===== src/rtl/alu_arbiter.sv =====
// Round-robin arbiter sharing one 32-bit add/sub/and/xor ALU between two requesters.
// Optional Y86 condition codes (port 0 results only) are built when ALU_ARB_CC_EN is defined.
module alu_arbiter #(
   parameter int WIDTH      = 32,
   parameter bit START_PRIO = 1'b0
) (
   input  logic             clk,
   input  logic             rst_n,
   input  logic             req0_valid,
   output logic             req0_ready,
   input  logic [1:0]       req0_op,
   input  logic [WIDTH-1:0] req0_a,
   input  logic [WIDTH-1:0] req0_b,
   input  logic             req1_valid,
   output logic             req1_ready,
   input  logic [1:0]       req1_op,
   input  logic [WIDTH-1:0] req1_a,
   input  logic [WIDTH-1:0] req1_b,
   output logic             res_valid,
   input  logic             res_ready,
   output logic             res_id,
   output logic [WIDTH-1:0] res_val,
   output logic             res_of,
   output logic             cc_zf,
   output logic             cc_sf,
   output logic             cc_of
);

   typedef enum logic [1:0] {IDLE, EXEC, RESP} state_t;

   state_t                  state_q, state_d;
   logic                    prio_q, prio_d;
   logic [1:0]              op_q, op_d;
   logic signed [WIDTH-1:0] a_q, a_d, b_q, b_d;
   logic                    id_q, id_d;
   logic [WIDTH-1:0]        val_q, val_d;
   logic                    of_q, of_d;
   logic                    rid_q, rid_d;
   logic                    grant0, grant1;

   // Returns {overflow, result}; overflow is signed overflow for add/sub only.
   function automatic logic [WIDTH:0] alu_eval(input logic [1:0] op,
                                               input logic signed [WIDTH-1:0] a,
                                               input logic signed [WIDTH-1:0] b);
      logic signed [WIDTH-1:0] r;
      logic                    ov;
      r  = '0;
      ov = 1'b0;
      unique case (op)
         2'b00: begin
            r  = a + b;
            ov = (a[WIDTH-1] == b[WIDTH-1]) && (r[WIDTH-1] != a[WIDTH-1]);
         end
         2'b01: begin
            r  = a - b;
            ov = (a[WIDTH-1] != b[WIDTH-1]) && (r[WIDTH-1] != a[WIDTH-1]);
         end
         2'b10: r = a & b;
         2'b11: r = a ^ b;
      endcase
      return {ov, r};
   endfunction

   assign grant0 = req0_valid && (!req1_valid || !prio_q);
   assign grant1 = req1_valid && !grant0;

   always_comb begin
      state_d    = state_q;
      prio_d     = prio_q;
      op_d       = op_q;
      a_d        = a_q;
      b_d        = b_q;
      id_d       = id_q;
      val_d      = val_q;
      of_d       = of_q;
      rid_d      = rid_q;
      req0_ready = 1'b0;
      req1_ready = 1'b0;
      unique case (state_q)
         IDLE: begin
            req0_ready = grant0 && rst_n;
            req1_ready = grant1 && rst_n;
            if (grant0) begin
               op_d    = req0_op;
               a_d     = req0_a;
               b_d     = req0_b;
               id_d    = 1'b0;
               state_d = EXEC;
            end else if (grant1) begin
               op_d    = req1_op;
               a_d     = req1_a;
               b_d     = req1_b;
               id_d    = 1'b1;
               state_d = EXEC;
            end
         end
         EXEC: begin
            {of_d, val_d} = alu_eval(op_q, a_q, b_q);
            rid_d         = id_q;
            state_d       = RESP;
         end
         RESP: begin
            if (res_ready) begin
               prio_d  = ~rid_q;
               state_d = IDLE;
            end
         end
         default: state_d = IDLE;
      endcase
   end

   always_ff @(posedge clk or negedge rst_n) begin
      if (!rst_n) begin
         state_q <= IDLE;
         prio_q  <= START_PRIO;
         op_q    <= 2'b00;
         a_q     <= '0;
         b_q     <= '0;
         id_q    <= 1'b0;
         val_q   <= '0;
         of_q    <= 1'b0;
         rid_q   <= 1'b0;
      end else begin
         state_q <= state_d;
         prio_q  <= prio_d;
         op_q    <= op_d;
         a_q     <= a_d;
         b_q     <= b_d;
         id_q    <= id_d;
         val_q   <= val_d;
         of_q    <= of_d;
         rid_q   <= rid_d;
      end
   end

   assign res_valid = (state_q == RESP);
   assign res_id    = rid_q;
   assign res_val   = val_q;
   assign res_of    = of_q;

`ifdef ALU_ARB_CC_EN
   logic zf_q, sf_q, ccof_q;
   logic cc_upd;

   assign cc_upd = res_valid && res_ready && !rid_q;

   always_ff @(posedge clk or negedge rst_n) begin
      if (!rst_n) begin
         zf_q   <= 1'b1;
         sf_q   <= 1'b0;
         ccof_q <= 1'b0;
      end else if (cc_upd) begin
         zf_q   <= (val_q == '0);
         sf_q   <= val_q[WIDTH-1];
         ccof_q <= of_q;
      end
   end

   assign cc_zf = zf_q;
   assign cc_sf = sf_q;
   assign cc_of = ccof_q;
`else
   assign cc_zf = 1'b0;
   assign cc_sf = 1'b0;
   assign cc_of = 1'b0;
`endif

endmodule


===== config.mk =====
export PLATFORM = sky130hd
export DESIGN_NAME = alu_arbiter
export DESIGN_NICKNAME = d
export VERILOG_FILES = /design/src/rtl/alu_arbiter.sv
export SDC_FILE = /design/constraint.sdc
export NUM_CORES = 1
export LEC_CHECK = 0
export BUFFER_PORTS_ARGS = -buffer_cell sky130_fd_sc_hd__buf_2
export CORE_ASPECT_RATIO = 2
export CORE_MARGIN = 2
export CORE_UTILIZATION = 50
export CTS_BUF_LIST = sky130_fd_sc_hd__clkbuf_4 sky130_fd_sc_hd__clkbuf_8
export DETAILED_ROUTE_END_ITERATION = 10
export PLACE_DENSITY_LB_ADDON = 0.2
export REMOVE_ABC_BUFFERS = 1
export SYNTH_ARGS = -nofsm -noshare
export SYNTH_HDL_FRONTEND = slang
export SYNTH_SLANG_ARGS = --single-unit

===== constraint.sdc =====
create_clock -name clk -period 2.77 [get_ports clk]
set_input_delay 0.277 -clock clk [delete_from_list [all_inputs] [get_ports clk]]
set_output_delay 0.277 -clock clk [all_outputs]
set_load 0.005 [all_outputs]

==> results.cfg, run 1 <==
[sta]
setup_viol = 4
holdWs_ns = 0.0970
slew_headroom_pct = 44.3
finalClockSkew_ns = 0.0174
hold_viol = 0
rsz0062_at_grt = true
fin_crit_ns = 2.81
period_share_pct = 101
timing.final.ws_setup_ns = -0.0393
slew_viol_final = 0
fmax_mhz = 356
tightestPinTransition_ns = 0.836

[layout]
regArea_sq_um = 2610
multi_input_area_sq_um = 6400
finalNetCount = 1582
insertedDiodeCount = 0
nFillCells = 1485
drive_gt1_share_pct = 36.3
syn2layout_area_growth_pct = 35.3
post-route-util_pct = 69.1

[drt]
wl_met1_microns = 10000
vias = 9332
drcViolationCount = 0
viasPerCell = 5.85
route.met3.wl_microns = 1220
postRouteWirelength_microns = 29800
routedWlPerCell_microns = 18.7
highest_layer = met4
dr.pass1.iters = 5
drtIter0Drc = 371
wl_met2_microns = 16800
ant_nets = 0

[worst_setup_path]
worstPathRequired_ns = 3.06
regToRegSetupSlack_ns = -0.04
end_kind = register
cp-start-kind = register
crit_arrival_ns = 3.10
rr_worst_depth = 12
crit_type = register to register
r2r_start = b_q[17]
r2r_end = res_val[29]
crit_path_max_fanout = 3

[global_route]
grt_max_degree = 76
grt_first_pass_wirelength_microns = 46000
grt_pass1_vias = 9264
track_usage_pct = 30.7
grt_overflow = 0
antenna_found_initial = 0

[synthesis]
synth_most_common_cell = nor2_1
synthTopCellsByCount = nor2_1, a21oi_1, dfrtp_1
seq_area_frac_synth_pct = 29.3
yosysWarningCount = 0
synth_top_area_share_pct = 29.3
synthCells = 1093
synth_flop_cell = dfrtp_1
netlist.top_cell.by_area = dfrtp_1
synth_area_sq_um = 8870
synth_edf_count = 0
yosys-top-cells-area = dfrtp_1, ha_1, mux2i_1
async_flop_share_pct = 100
ys_seq_elements = 104
avgSynthCellArea_sq_um = 8.12
yosysUniqueCellTypes = 92

[outcome]
failed_checks = negative setup slack
status = finished, violations left

[die]
ios = 177
initial_core_util_pct = 51.1
die_area_sq_um = 18900
die_y_microns = 192
core-area_sq_um = 17400
die_w_microns = 98.2
rows = 68

[clocking]
cts_root_buf = clkbuf_8
clk_pin_slew_ns = 0.11
cts.sinks = 104
cts_buffers = 9
cts_tree = done
insertion_delay_ns = 0.41
ctsHtreeMaxLevel = 3
clockBufferDepth = 2

[worst_hold_path]
hp-class = primary input to register
hold_path_end = prio_q
hold_start = res_ready
min_path_cells = 2

[run]
drv_cap = 0

[placed_design]
place.gp.congestion = 0.985
dp_hpwl_microns = 22900
port_buffers = 173
-- stage by stage --
step	worst slack, ns	TNS [ns]	std cells	cell area (sq um)
CTS	0.00147	0	1583	11500
detailed placement	-0.336	-2.70	1562	11000
finish	-0.0393	-0.116	1595	12000
global placement	-0.378	-2.37	1562	11000
floorplan	-5.53	-372.09	1015	8530
global route	-0.166	-1.89	1595	12000
-- cells in the final DEF (no fill, tap or decap), drive strengths merged, types with 17 or more instances in the layout --
cell and n:
o21ai 62, nor2 147, ha 63, a21oi 147, mux2i 73, inv 60
a211oi 17, nand2 71, xnor2 18, a21o 17, dfrtp 104, buf 353
-- sequential cells by signal, indices dropped and copies added (netlist names) --
| signal | count |
|---|---|
| a_q | 32 |
| b_q | 32 |
| res_val | 32 |
| op_q | 2 |
| state_q | 2 |
| id_q | 1 |
| prio_q | 1 |
| res_id | 1 |
| res_of | 1 |
-- layer usage --
metal,GRT usage (%),vias up
li1,-,4478
met1,30.0,4415
met2,61.0,325
met3,3.19,114
met4,17.4,0
met5,0,-
-- worst max path at each step --
stage                       start          end  depth (start not counted)
after floorplan            prio_q   req0_ready                          2
after global placement    b_q[10]  res_val[17]                         14
after detailed placement  b_q[10]  res_val[17]                         14
after CTS                 b_q[17]  res_val[22]                         13
after global routing       b_q[0]  res_val[26]                         12
final                     b_q[17]  res_val[29]                         12
-- critical path: stages (launching register included) --
cell and delay [ns]:
dfrtp_1 0.43, buf_6 0.14, ha_4 0.15, nor2b_4 0.12, o21ai_2 0.15, a21oi_2 0.09, a2111oi_4 0.47, a31oi_4 0.18
buf_4 0.17, and4_1 0.19, nor4_1 0.39, buf_4 0.18, a2111oi_2 0.03
-- timing repair --
item	in CTS	in global routing
pin swaps	13	42
hold buffers	1	0
hold endpoints to repair	41	0
endpoints found under the setup margin	22	22
resized for setup	48	81
buffers inserted	4	13
-- cell families after synthesis --
kind of cell    Yosys count  share of synthesized area, %
compound gates          368                          27.9
xor+xnor                 21                          2.07
fa+ha+maj                65                          9.34
buf+inv                 140                          6.46
flops                   104                          29.3
mux                      75                          8.53
other cells               1                        0.0423
simple gates            319                          16.3
-- area by class of cell --
class | instances | share of cell area, %
timing repair buffer | 354 | 19.2
clock inverter | 6 | 0.511
multi-input combinational | 851 | 53.3
clock buffer | 10 | 1.09
tap | 210 | 2.19
inverter | 60 | 1.90
sequential | 104 | 21.7
Power of run 1 is not shown: default switching activity piles up to over one toggle a cycle in this logic, so the estimate is an artifact.
==> inputs of run 2 (changes only) <==
--- a/config.mk
+++ b/config.mk
@@ -5,9 +5,9 @@
 export SDC_FILE = /design/constraint.sdc
 export NUM_CORES = 1
 export LEC_CHECK = 0
+export ABC_AREA = 1
 export BUFFER_PORTS_ARGS = -buffer_cell sky130_fd_sc_hd__buf_2
 export CORE_ASPECT_RATIO = 2
-export CORE_MARGIN = 2
 export CORE_UTILIZATION = 50
 export CTS_BUF_LIST = sky130_fd_sc_hd__clkbuf_4 sky130_fd_sc_hd__clkbuf_8
 export DETAILED_ROUTE_END_ITERATION = 10
==> results.cfg, run 2 <==
[clocking]
postCtsResizedCells = 0
cts_buffers = 9
cts_tree = done
ctsHtreeMaxLevel = 3
clockBufferDepth = 2
cts.sinks = 104
insertion_delay_ns = 0.46
cts_root_buf = clkbuf_8
clk_pin_slew_ns = 0.11

[worst_hold_path]
hold_start = res_ready
min_path_cells = 2
hp-class = primary input to register
hold_path_end = state_q[1]

[sta]
finalClockSkew_ns = 0.0256
holdWs_ns = 0.0317
period_share_pct = 92.0
setup_viol = 0
hold_viol = 0
rsz0062_at_grt = false
slew_headroom_pct = 48.2
fmax_mhz = 393
fin_crit_ns = 2.55
tightestPinTransition_ns = 0.777
slew_viol_final = 0

[layout]
mostFrequentLayoutCell = nand2_1
mostFrequentLayoutCells = nand2_1, inv_1, buf_2
insertedDiodeCount = 0
finalNetCount = 2047
syn2layout_area_growth_pct = 13.1
drive_gt1_share_pct = 18.7

[die]
initial_core_util_pct = 50.7
die_w_microns = 104
die_area_sq_um = 21300
die_y_microns = 205
ios = 177
rows = 74
core-area_sq_um = 20400

[synthesis]
async_flop_share_pct = 100
seq_area_frac_synth_pct = 25.2
synth_most_common_cell = nand2_1
yosysWarningCount = 0
yosysUniqueCellTypes = 45
netlist.top_cell.by_area = dfrtp_1
synthCells = 1691
synthTopCellsByCount = nand2_1, inv_1, nor2_1
ys_seq_elements = 104
synth_top_area_share_pct = 25.2
synth_edf_count = 0
synth_area_sq_um = 10300
yosys-top-cells-area = dfrtp_1, nand2_1, inv_1
avgSynthCellArea_sq_um = 6.11
synth_flop_cell = dfrtp_1

[placed_design]
place.gp.congestion = 1.00
port_buffers = 173
dp_hpwl_microns = 31700

[worst_setup_path]
crit_start = a_q[20]
r2r_end = res_val[28]
crit_type = register to register
worstPathCellList = ha_1 > nand2_2 > inv_1 > nand2_1 > nor3_1 > and2_1 > nand2_1 > nand2_1 > nand2_1 > nand3_1 > nand3_1 > nand2_1 > nand2_1
cpMaxStageDelayCell = ha_1
end_kind = register
r2r_start = a_q[20]
crit_arrival_ns = 2.89
cp-start-kind = register
worstPathRequired_ns = 3.11
cp_common_cell = nand2_1
rr_worst_depth = 13
regToRegSetupSlack_ns = 0.22
cp_slowest_stage_delay_ns = 0.63
crit_path_max_fanout = 10

[global_route]
antenna_found_initial = 0
grt_max_degree = 76
track_usage_pct = 36.9
grt_pass1_vias = 10900
grt_overflow = 0
grt_first_pass_wirelength_microns = 58100

[drt]
dr.pass1.iters = 6
drtIter0Drc = 702
viasPerCell = 5.46
vias = 11600
drcViolationCount = 0
routedWlPerCell_microns = 18.8
postRouteWirelength_microns = 39700
ant_nets = 0

[run]
drv_cap = 0

[outcome]
status = finished, final reports clean
==> run 2: cell types whose count changed after synthesis, sizes merged, moves of 18 or more <==
| cell | previous run | this run |
|---|---|---|
| nor2 | 147 | 195 |
| nand3 | 8 | 101 |
| o22ai | 4 | 52 |
| inv | 60 | 280 |
| xnor2 | 18 | 0 |
| nand2 | 71 | 521 |
| mux2i | 73 | 0 |
| o21ai | 62 | 151 |
| a21oi | 147 | 70 |
==> run 2: routing by layer <==
layer	part of all wire, %	GRT usage, %	vias to the layer above
met5	0	0	-
met4	12	41.6	0
met2	52	68.1	431
met3	4.2	5.10	200
li1	-	-	5641
met1	32	32.3	5288
==> run 2: area by class of cell <==
class / instances / area [sq um]
clock inverters: 7 / 52.6
flip-flops and latches: 104 / 2600
inverters: 286 / 1070
clock buffers: 9 / 124
fillers: 2164 / 8680
well taps: 266 / 333
repair buffers: 216 / 1240
multi-input cells: 1228 / 6260
==> run 2: what timing repair did <==
item                       CTS  global route
setup endpoints to repair    0             0
hold endpoints to repair    58             0
hold buffers                 1             0
setup buffers                0             0
==> run 2: worst max-delay path, delay by kind of cell (launching register included) <==
kind	cells	cell delay, ns
simple gates	11	1.29
fa+ha+maj	1	0.63
flops	1	0.43
buf+inv	1	0.09
==> run 2: metrics by stage <==
step	setup slack, ns	setup TNS, ns	std cells	utilization [%]	instance area (sq um)
2_1_floorplan	-0.191	-11.15	1618	-	9920
3_3_place_gp	0.284	0	2099	56.4	11500
3_5_place_dp	0.268	0	2099	56.4	11500
4_1_cts	0.239	0	2116	57.4	11700
5_1_grt	0.0345	0	2116	57.4	11700
6_report	0.222	0	2116	57.4	11700
==> run 2: cell families after synthesis <==
| group | share of synthesized area [%] |
|---|---|
| DFF | 25.2 |
| AOI/OAI and AO/OA | 16.0 |
| and+or+nand+nor | 36.0 |
| buffers and inverters | 14.5 |
| xor gates and xnor gates | 0.254 |
| other | 0.0363 |
| adders and majority gates | 8.02 |
==> run 2: worst max-delay path by stage <==
stage	to	slack [ns]	depth (start not counted)
final	res_val[28]	0.22	13
after detailed placement	res_val[28]	0.27	13
after global placement	res_val[28]	0.28	13
after global routing	res_val[28]	0.03	14
after floorplan	a_q[0]	-0.19	5
after CTS	res_val[28]	0.24	13
Power of run 2 is left out for the same reason.
